File: src/rtl/core_if_pkg.sv
// rtl/core_if_pkg.sv - shared types and constants for the fetch-stage controller
package core_if_pkg;

    typedef enum logic [2:0] {
        ST_IDLE = 3'd0,
        ST_REQ  = 3'd1,
        ST_WAIT = 3'd2,
        ST_HOLD = 3'd3,
        ST_DROP = 3'd4
    } if_state_e;

    localparam logic [31:0] PC_START_DEF = 32'h0000_0000;
    localparam logic [31:0] INSTR_NOP    = 32'h0000_0013;
    localparam logic [31:0] PC_INCR      = 32'd4;

endpackage

File: src/rtl/core_if_ctrl_if.sv
// rtl/core_if_ctrl_if.sv - L1 instruction cache request/response bus
interface core_if_ctrl_if;

    logic        l1i_req_val_out;
    logic [31:0] l1i_req_addr_out;
    logic        l1i_req_ack_in;
    logic        l1i_resp_val_in;
    logic [31:0] l1i_resp_data_in;

    // Fetch controller side
    modport master (
        output l1i_req_val_out,
        output l1i_req_addr_out,
        input  l1i_req_ack_in,
        input  l1i_resp_val_in,
        input  l1i_resp_data_in
    );

    // Cache side
    modport slave (
        input  l1i_req_val_out,
        input  l1i_req_addr_out,
        output l1i_req_ack_in,
        output l1i_resp_val_in,
        output l1i_resp_data_in
    );

endinterface

File: src/rtl/core_if_skid.sv
// rtl/core_if_skid.sv - one-entry skid buffer holding a fetched pc/instruction pair
module core_if_skid
    import core_if_pkg::*;
(
    input  logic        clk,
    input  logic        n_rst,
    input  logic        load_i,
    input  logic        drain_i,
    input  logic        flush_i,
    input  logic [31:0] pc_i,
    input  logic [31:0] instr_i,
    output logic        val_o,
    output logic [31:0] pc_o,
    output logic [31:0] instr_o
);

    logic        val_q;
    logic [31:0] pc_q;
    logic [31:0] instr_q;

    // Flush beats load beats drain; data fields only change on load
    always_ff @(posedge clk or negedge n_rst) begin
        if (!n_rst) begin
            val_q   <= 1'b0;
            pc_q    <= '0;
            instr_q <= INSTR_NOP;
        end else if (flush_i) begin
            val_q   <= 1'b0;
        end else if (load_i) begin
            val_q   <= 1'b1;
            pc_q    <= pc_i;
            instr_q <= instr_i;
        end else if (drain_i) begin
            val_q   <= 1'b0;
        end
    end

    assign val_o   = val_q;
    assign pc_o    = pc_q;
    assign instr_o = instr_q;

endmodule

File: src/rtl/core_if_ctrl.sv
// rtl/core_if_ctrl.sv - fetch sequencer owning the fetch PC and the IF/DEC register
module core_if_ctrl
    import core_if_pkg::*;
#(
    parameter logic [31:0] PC_START = PC_START_DEF
) (
    input  logic           clk,
    input  logic           n_rst,
    input  logic           dec_stall_in,
    input  logic           redir_val_in,
    input  logic [31:0]    redir_addr_in,
    core_if_ctrl_if.master l1i,
    output logic           if_val_out,
    output logic [31:0]    if_pc_out,
    output logic [31:0]    if_instr_out,
    output logic           if_kill_out
);

    if_state_e   state_q;
    logic [31:0] pc_q;
    logic [31:0] req_pc_q;
    logic        if_val_q;
    logic [31:0] if_pc_q;
    logic [31:0] if_instr_q;
    logic        kill_q;

    logic        skid_val;
    logic [31:0] skid_pc;
    logic [31:0] skid_instr;

    logic        ifdec_free;
    logic        resp_in_wait;
    logic        load_resp;
    logic        load_skid;
    logic        drain_skid;
    logic [31:0] redir_pc;

    // Decode is able to take a new instruction this cycle
    assign ifdec_free   = !if_val_q || !dec_stall_in;
    assign resp_in_wait = (state_q == ST_WAIT) && l1i.l1i_resp_val_in;
    assign load_resp    = resp_in_wait && !redir_val_in && ifdec_free;
    assign load_skid    = resp_in_wait && !redir_val_in && !ifdec_free;
    assign drain_skid   = (state_q == ST_HOLD) && !redir_val_in && !dec_stall_in;
    assign redir_pc     = redir_addr_in & ~32'h0000_0003;

    core_if_skid u_skid (
        .clk     (clk),
        .n_rst   (n_rst),
        .load_i  (load_skid),
        .drain_i (drain_skid),
        .flush_i (redir_val_in),
        .pc_i    (req_pc_q),
        .instr_i (l1i.l1i_resp_data_in),
        .val_o   (skid_val),
        .pc_o    (skid_pc),
        .instr_o (skid_instr)
    );

    // Fetch FSM, fetch PC, IF/DEC register and kill flag
    always_ff @(posedge clk or negedge n_rst) begin
        if (!n_rst) begin
            state_q    <= ST_IDLE;
            pc_q       <= PC_START;
            req_pc_q   <= '0;
            if_val_q   <= 1'b0;
            if_pc_q    <= '0;
            if_instr_q <= INSTR_NOP;
            kill_q     <= 1'b0;
        end else begin
            kill_q <= redir_val_in;

            if (redir_val_in) begin
                if_val_q   <= 1'b0;
                if_instr_q <= INSTR_NOP;
            end else if (load_resp) begin
                if_val_q   <= 1'b1;
                if_pc_q    <= req_pc_q;
                if_instr_q <= l1i.l1i_resp_data_in;
            end else if (drain_skid && skid_val) begin
                if_val_q   <= 1'b1;
                if_pc_q    <= skid_pc;
                if_instr_q <= skid_instr;
            end else if (!dec_stall_in) begin
                if_val_q   <= 1'b0;
                if_instr_q <= INSTR_NOP;
            end

            case (state_q)
                ST_IDLE: begin
                    if (!redir_val_in) state_q <= ST_REQ;
                end
                ST_REQ: begin
                    if (l1i.l1i_req_ack_in) begin
                        req_pc_q <= pc_q;
                        pc_q     <= pc_q + PC_INCR;
                        // An accepted request still owes a response even if redirected
                        state_q  <= redir_val_in ? ST_DROP : ST_WAIT;
                    end
                end
                ST_WAIT: begin
                    if (l1i.l1i_resp_val_in) begin
                        state_q <= (redir_val_in || ifdec_free) ? ST_REQ : ST_HOLD;
                    end else if (redir_val_in) begin
                        state_q <= ST_DROP;
                    end
                end
                ST_HOLD: begin
                    if (redir_val_in || !dec_stall_in) state_q <= ST_REQ;
                end
                ST_DROP: begin
                    // The stale response clears DROP even when a new redirect lands with it
                    if (l1i.l1i_resp_val_in) state_q <= ST_REQ;
                end
                default: state_q <= ST_IDLE;
            endcase

            // Redirect target overrides any increment taken above
            if (redir_val_in) pc_q <= redir_pc;
        end
    end

    assign l1i.l1i_req_val_out  = (state_q == ST_REQ);
    assign l1i.l1i_req_addr_out = pc_q;

    assign if_val_out   = if_val_q;
    assign if_pc_out    = if_pc_q;
    assign if_instr_out = if_instr_q;
    assign if_kill_out  = kill_q;

endmodule
File: src/flat_wrapper.sv
// flat-port wrapper written by rule: the top's interface ports become plain ports
module core_if_ctrl_flat import core_if_pkg::*;
#(
    parameter logic [31:0] PC_START = PC_START_DEF
)
  (clk, n_rst, dec_stall_in, redir_val_in, redir_addr_in, if_val_out, if_pc_out, if_instr_out, if_kill_out, l1i_l1i_req_val_out, l1i_l1i_req_addr_out, l1i_l1i_req_ack_in, l1i_l1i_resp_val_in, l1i_l1i_resp_data_in);
  core_if_ctrl_if l1i_i ();
  input  logic clk;
  input  logic n_rst;
  input  logic dec_stall_in;
  input  logic redir_val_in;
  input  logic [31:0] redir_addr_in;
  output logic if_val_out;
  output logic [31:0] if_pc_out;
  output logic [31:0] if_instr_out;
  output logic if_kill_out;
  output wire logic [$bits(l1i_i.l1i_req_val_out)-1:0] l1i_l1i_req_val_out;
  output wire logic [$bits(l1i_i.l1i_req_addr_out)-1:0] l1i_l1i_req_addr_out;
  input wire logic [$bits(l1i_i.l1i_req_ack_in)-1:0] l1i_l1i_req_ack_in;
  input wire logic [$bits(l1i_i.l1i_resp_val_in)-1:0] l1i_l1i_resp_val_in;
  input wire logic [$bits(l1i_i.l1i_resp_data_in)-1:0] l1i_l1i_resp_data_in;
  assign l1i_l1i_req_val_out = l1i_i.l1i_req_val_out;
  assign l1i_l1i_req_addr_out = l1i_i.l1i_req_addr_out;
  assign l1i_i.l1i_req_ack_in = l1i_l1i_req_ack_in;
  assign l1i_i.l1i_resp_val_in = l1i_l1i_resp_val_in;
  assign l1i_i.l1i_resp_data_in = l1i_l1i_resp_data_in;
  core_if_ctrl #(.PC_START(PC_START)) u_core (.clk(clk), .n_rst(n_rst), .dec_stall_in(dec_stall_in), .redir_val_in(redir_val_in), .redir_addr_in(redir_addr_in), .l1i(l1i_i), .if_val_out(if_val_out), .if_pc_out(if_pc_out), .if_instr_out(if_instr_out), .if_kill_out(if_kill_out));
endmodule
File: config.mk
export PLATFORM = sky130hd
export DESIGN_NAME = core_if_ctrl_flat
export DESIGN_NICKNAME = d
export VERILOG_FILES = /design/src/rtl/core_if_pkg.sv /design/src/rtl/core_if_ctrl_if.sv /design/src/rtl/core_if_skid.sv /design/src/rtl/core_if_ctrl.sv /design/src/flat_wrapper.sv
export SDC_FILE = /design/constraint.sdc
export NUM_CORES = 1
export LEC_CHECK = 0
export ABC_AREA = 1
export CAP_MARGIN = 30
export CORE_MARGIN = 2
export CORE_UTILIZATION = 53
export DETAILED_ROUTE_END_ITERATION = 12
export PLACE_DENSITY = 0.81
export SLEW_MARGIN = 20
export SYNTH_ARGS = -nofsm -noshare
export SYNTH_HDL_FRONTEND = slang
export SYNTH_SLANG_ARGS = --single-unit
File: constraint.sdc
create_clock -name clk -period 1.9 [get_ports clk]
set_input_delay 0.57 -clock clk [delete_from_list [all_inputs] [get_ports clk]]
set_output_delay 0.57 -clock clk [all_outputs]
set_load 0.01 [all_outputs]
==> impl_results.md, run 1 <==
- Yosys top cell by area: dfrtp_1
- Combinational fraction of design power: 0.266
- Placed Cells: 1518
- CTS tree: built
- Slew Viols, Final: 0
- Cell Pwr Density: 1010 nW/um^2
- DRT iter0 DRCs: 610
- Met3 Use GR: 0.0499
- Internal: 8.04 mW
- First-pass GRT wire length: 38.1 mm
- Hold Buf Count CTS: 0
- Routed Antenna Nets: 0
- GRT overflow: 0
- Gr busiest metal: met2
- Period Utilization, post-route: 0.967
- H-tree levels: 4
- Met1 GRT Util: 0.356
- Largest net degree at the start of global routing: 52
- Die ar.: 18100 sq um
- CP Capture Type: output port
- CTS Buf Count: 17
- Clk slew on worst S/H paths: 70 ps
- Data required, critical path: 1330 ps
- Top cells by area, synth: dfrtp_1 51%, nand2_1 12%, o21ai_0 6.9%, inv_1 5.7%, nand3_1 4.6%
- Drt pass-1 iters: 5
- Worst Path Buf+Inv: 1
- Via density: 5.23
- Final Non-Filler Cells: 1565
- Share of cells above drive strength 1: 0.123
- Detailed placement HPWL: 16.2 mm
- Core area: 16600 sq um
- DRT Wirelength: 23.3 mm
- Largest stage delay, worst path: 540 ps
- DR WL/cell: 14.9 um
- Row count: 47
- Share of the synthesized area in the top cell type: 0.509
- PortBufs: 162
- Worst Path Max Fanout: 2
- Max Cap Viol: 0
- P_sw: 3.96 mW
- Synth cell types: 31
- Seq/Total Area, Yosys: 0.526
- Proportion of power drawn by the clock network: 0.298
- Endpoints failing hold: 0
- Post-Synthesis Cells: 1131
- Root Driver: clkbuf_16
- RSZ-0062 raised after global routing: false
- Final Power: 12.0 mW
- Clock sink count: 190
- LEAKAGE: 6.24 nW
- Worst IR Drop VDD: 0.761 mV
- Setup violators final: 0
- Initial antenna violation count: 0
- Final core occ: 0.714
- Synthesized flop and latch total: 190
- Ports: 169
- WS Path Type: reg -> out
- Setup TNS: 0 ps
- Vias: 8190
- DIE WIDTH: 135 um
- GP Congestion: 0.911
- Fill count: 1295
- CP Launch Type: flop
- Outcome: complete, no violations
- Layout area overhead: 31.4%
- Max Freq: 544 MHz
- Clk Latency, worst-skew pair: 440 ps
- Antenna diodes: 0
- Hold WC Path Type: in -> async
- Clock buffer depth: 2
- Met2 Usage GRT: 0.443
- Crit path max-delay family: flip-flops
- Starting density of the core: 0.543
- Number of global-route vias before repair: 7835
- Synth warn: 0
- Die Span Y: 135 um
- Synthesized area: 9040 sq um
- Seq pwr share: 0.436
- Layout net count: 1403
- DR DRC count: 0
- WP data arrival: 1270 ps
- GRT Resource Usage Total: 0.266
- Slowest-stage cell, CP: dfstp_2
- Minimum clock period after layout: 1840 ps
- Worst Clk Skew: 6.90 ps
- Critical path cell sequence: dlygate4sd2_1
- Mean area per synthesized cell: 8.00 sq um
- Net Sw Frac: 0.330
[state kept, by name, summed over array words and instances, names as in the netlist]
register,flops
u_core.if_instr_out,32
u_core.if_kill_out,1
u_core.if_pc_out,30
u_core.if_val_out,1
u_core.l1i.l1i_req_addr_out,30
u_core.req_pc_q,30
u_core.state_q,3
u_core.u_skid.instr_o,32
u_core.u_skid.pc_o,30
u_core.u_skid.val_o,1
[cells by family (layout without fill, tap and decap cells)]
kind of cell             after synthesis  count (layout)  share of synthesized area
buffers and inverters                203             414                      0.100
flip-flops                           190             190                      0.526
XOR/XNOR                               5               5                    0.00484
AND/OR/NAND/NOR                      484             484                      0.223
adder cells (fa/ha/maj)                1               1                    0.00138
other                                  1               4                   0.000415
AO/OA/AOI/OAI                        247             247                      0.144
[metrics by stage]
step           area, sq um  setup WS [ps]  hold slack, ps
2_1_floorplan         9060            292             274
3_3_place_gp         11200           -296             466
3_5_place_dp         11200           -346             473
4_1_cts              11900          0.562            93.8
5_1_grt              11900           11.6            99.6
6_report             11900           62.5            89.9
[cell usage in the layout (no fill, tap or decap), drive strengths merged, types with 19 or more instances in the layout]
cell type and count:
a21oi 44, dfrtp 184, nand2 304, inv 151, buf 78, nor2 83
clkdlybuf4s50 65, clkbuf 19, o21ai 192, dlygate4sd2 85, nand3 87
[synthesized netlist by cell type]
cell      number
buf_6         13
inv_2          6
o211ai_1       4
o21ai_2       10
o21a_1         1
nor2_1        78
ha_1           1
nor3_4         1
nand3b_1       1
buf_2         17
xnor2_1        5
inv_1        137
clkbuf_1      22
dfstp_2        6
o21ai_0      124
nand2_1      299
and2_1         2
a21oi_1       44
nand2_2        5
nor2_4         2
nand3_1       83
o21bai_1       6
conb_1         1
nand4_1        5
buf_4          6
dfrtp_1      184
clkbuf_2       2
o21ai_1       58
nor2_2         3
nand3_2        4
nor3_1         1
[metal layers]
layer / wire length (um) / up-vias
met5: 0 / -
met4: 472 / 0
met3: 1360 / 36
met2: 11500 / 293
met1: 9980 / 3864
li1: - / 3997
[what timing repair did]
| item | CTS | global route |
|---|---|---|
| buffers inserted | 15 | 0 |
| endpoints found under the setup margin | 86 | 14 |
| gates resized for setup | 104 | 12 |
[final timing paths]
path	cells after the start	start	slack [ps]	to
max in group asynchronous	2	n_rst	1210	u_core.l1i.l1i_req_addr_out[18]
setup reg to reg	8	u_core.l1i.l1i_req_addr_out[2]	130	u_core.l1i.l1i_req_addr_out[28]
hold reg to reg	2	u_core.if_pc_out[22]	480	u_core.if_pc_out[22]
hold / removal	1	n_rst	90	u_core.if_pc_out[14]
min in group clk	2	u_core.if_pc_out[22]	480	u_core.if_pc_out[22]
setup / recovery	1	u_core.if_instr_out[0]	60	if_instr_out[0]
[power by group through the flow]
| stage | Clock, mW | Combinational (mW) | Sequential [mW] |
|---|---|---|---|
| after floorplan | 0 | 1.41 | 5.43 |
| after global placement | 0 | 3.10 | 5.35 |
| after detailed placement | 0 | 3.20 | 5.37 |
| after CTS | 3.59 | 3.19 | 5.22 |
| after global routing | 3.77 | 3.55 | 5.32 |
| final | 3.58 | 3.19 | 5.23 |
[area by class of cell]
class	instances	area, sq um	share of cell area
Sequential cell	190	4780	0.402
Multi-Input combinational cell	741	3410	0.287
Timing Repair Buffer	239	2290	0.193
Inverter	143	537	0.0452
Clock buffer	18	439	0.0370
Tap cell	220	275	0.0232
Clock inverter	14	146	0.0123
No activity file was read; power rests on OpenSTA's default activity.
==> inputs of run 2 (changes only) <==
--- a/config.mk
+++ b/config.mk
@@ -11,6 +11,7 @@
 export CORE_UTILIZATION = 53
 export DETAILED_ROUTE_END_ITERATION = 12
 export PLACE_DENSITY = 0.81
+export SKIP_CTS_REPAIR_TIMING = 1
 export SLEW_MARGIN = 20
 export SYNTH_ARGS = -nofsm -noshare
 export SYNTH_HDL_FRONTEND = slang
==> impl_results.md, run 2 (synthesized netlist as in run 1, its figures left out) <==
- H-tree levels: 4 (unchanged)
- Antenna diodes: 0 (unchanged)
- Cell Pwr Density: 995 nW/um^2 (was 1010 nW/um^2)
- Die Span Y: 135 um (unchanged)
- Core area: 16600 sq um (unchanged)
- Root Driver: clkbuf_16 (unchanged)
- Layout net count: 1408 (was 1403)
- Setup violators final: 0 (unchanged)
- Final Non-Filler Cells: 1570 (was 1565)
- CP Launch Type: flop (unchanged)
- R2r endpoint: u_core.l1i.l1i_req_addr_out[11] (was u_core.l1i.l1i_req_addr_out[28])
- Period Utilization, post-route: 0.968 (was 0.967)
- Final Power: 12.2 mW (was 12.0 mW)
- Worst R2R Path Depth: 8 (unchanged)
- Vias: 8263 (was 8190)
- Worst Path Max Fanout: 4 (was 2)
- CP Capture Type: output port (unchanged)
- LEAKAGE: 7.21 nW (was 6.24 nW)
- First-pass GRT wire length: 37.4 mm (was 38.1 mm)
- Clock sink count: 190 (unchanged)
- Initial antenna violation count: 0 (unchanged)
- Net Sw Frac: 0.326 (was 0.330)
- Internal: 8.21 mW (was 8.04 mW)
- Number of global-route vias before repair: 7707 (was 7835)
- Slew Viols, Final: 0 (unchanged)
- DRT Wirelength: 23.7 mm (was 23.3 mm)
- Placed Cells: 1518 (unchanged)
- Routed Antenna Nets: 0 (unchanged)
- Gr busiest metal: met2 (unchanged)
- Max Cap Viol: 0 (unchanged)
- Most frequent cells in the layout: 299 x nand2_1, 164 x dfrtp_1, 137 x inv_1 (was 299 x nand2_1, 169 x dfrtp_1, 137 x inv_1)
- Starting density of the core: 0.543 (unchanged)
- Ports: 169 (unchanged)
- Detailed placement HPWL: 16.2 mm (unchanged)
- Hold WC Path Type: in -> async (unchanged)
- Met2 Usage GRT: 0.435 (was 0.443)
- RSZ-0062 raised after global routing: true (was false)
- Worst Clk Skew: 8.99 ps (was 6.90 ps)
- GRT Resource Usage Total: 0.261 (was 0.266)
- Seq pwr share: 0.433 (was 0.436)
- GRT overflow: 0 (unchanged)
- Worst IR Drop VDD: 0.756 mV (was 0.761 mV)
- Clock buffer depth: 2 (unchanged)
- Row count: 47 (unchanged)
- Final core occ: 0.736 (was 0.714)
- Largest net degree at the start of global routing: 52 (unchanged)
- CTS tree: built (unchanged)
- DIE WIDTH: 135 um (unchanged)
- Data required, critical path: 1330 ps (about the same)
- WP data arrival: 1270 ps (about the same)
- Setup TNS: 0 ps (unchanged)
- Proportion of power drawn by the clock network: 0.294 (was 0.298)
- WHS: 85.7 ps (was 89.9 ps)
- PortBufs: 162 (unchanged)
- WS Path Type: reg -> out (unchanged)
- Share of cells above drive strength 1: 0.130 (was 0.123)
- DRT iter0 DRCs: 693 (was 610)
- Endpoints failing hold: 0 (unchanged)
- CTS Buf Count: 17 (unchanged)
- Met1 GRT Util: 0.346 (was 0.356)
- DR DRC count: 0 (unchanged)
- Layout area overhead: 35.3% (was 31.4%)
- Met3 Use GR: 0.0529 (was 0.0499)
- Die ar.: 18100 sq um (unchanged)
- Outcome: complete, no violations (unchanged)
- Clk Latency, worst-skew pair: 440 ps (about the same)
- Drt pass-1 iters: 6 (was 5)
- DR WL/cell: 15.1 um (was 14.9 um)
- P_sw: 3.97 mW (was 3.96 mW)
- Via density: 5.26 (was 5.23)
- Max Freq: 544 MHz (about the same)
- Reg2reg setup slack: 140 ps (was 130 ps)
- Combinational fraction of design power: 0.273 (was 0.266)
- Minimum clock period after layout: 1840 ps (about the same)
- R2R Path Start: u_core.l1i.l1i_req_addr_out[4] (was u_core.l1i.l1i_req_addr_out[2])
- Most common cell after layout, fill and taps aside: nand2_1 (unchanged)
- Clk slew on worst S/H paths: 70 ps (about the same)
- GP Congestion: 0.911 (unchanged)
## run 2: layer usage
metal	wire (um)	up-vias
met5	0	-
met2	11800	303
met3	1450	38
met4	505	0
li1	-	4014
met1	9890	3908
## run 2: stage by stage
| stage | setup WS [ps] | cell area (sq um) |
|---|---|---|
| floorplan | 292 | 9060 |
| global placement | -296 | 11200 |
| detailed placement | -346 | 11200 |
| CTS | -378 | 11800 |
| global route | -8.57 | 12200 |
| finish | 60.7 | 12200 |
## run 2: layout make-up
class | instances | area (sq um)
clock inverter | 14 | 146
sequential | 190 | 4790
tap | 220 | 275
timing repair buffer | 244 | 2650
inverter | 143 | 537
multi-input combinational | 741 | 3410
clock buffer | 18 | 439
fill | 1206 | 4400
## run 2: power groups by stage
stage	registers, mW	clock network (mW)	logic [mW]
after floorplan	5.43	0	1.41
after global placement	5.35	0	3.10
after detailed placement	5.37	0	3.20
after CTS	5.31	3.59	3.23
after global routing	5.36	3.76	3.69
final	5.27	3.58	3.32
## run 2: how the worst max path moves through the flow
stage                                 start  slack, ps  cells after the start                 endpoint
final                     u_core.state_q[2]         60                      4      l1i_l1i_req_val_out
after global routing      u_core.state_q[1]         -9                      4      l1i_l1i_req_val_out
after CTS                 u_core.state_q[1]       -380                      4      l1i_l1i_req_val_out
after detailed placement       redir_val_in       -350                      9  u_core.if_instr_out[16]
after global placement         redir_val_in       -300                      9  u_core.if_instr_out[16]
after floorplan                redir_val_in        290                      9     u_core.if_pc_out[23]
## run 2: critical path, stage by stage, from the launching register on
cell,delay (ps)
dfrtp_1,420
inv_2,90
nand3_2,80
inv_2,80
clkbuf_2,150
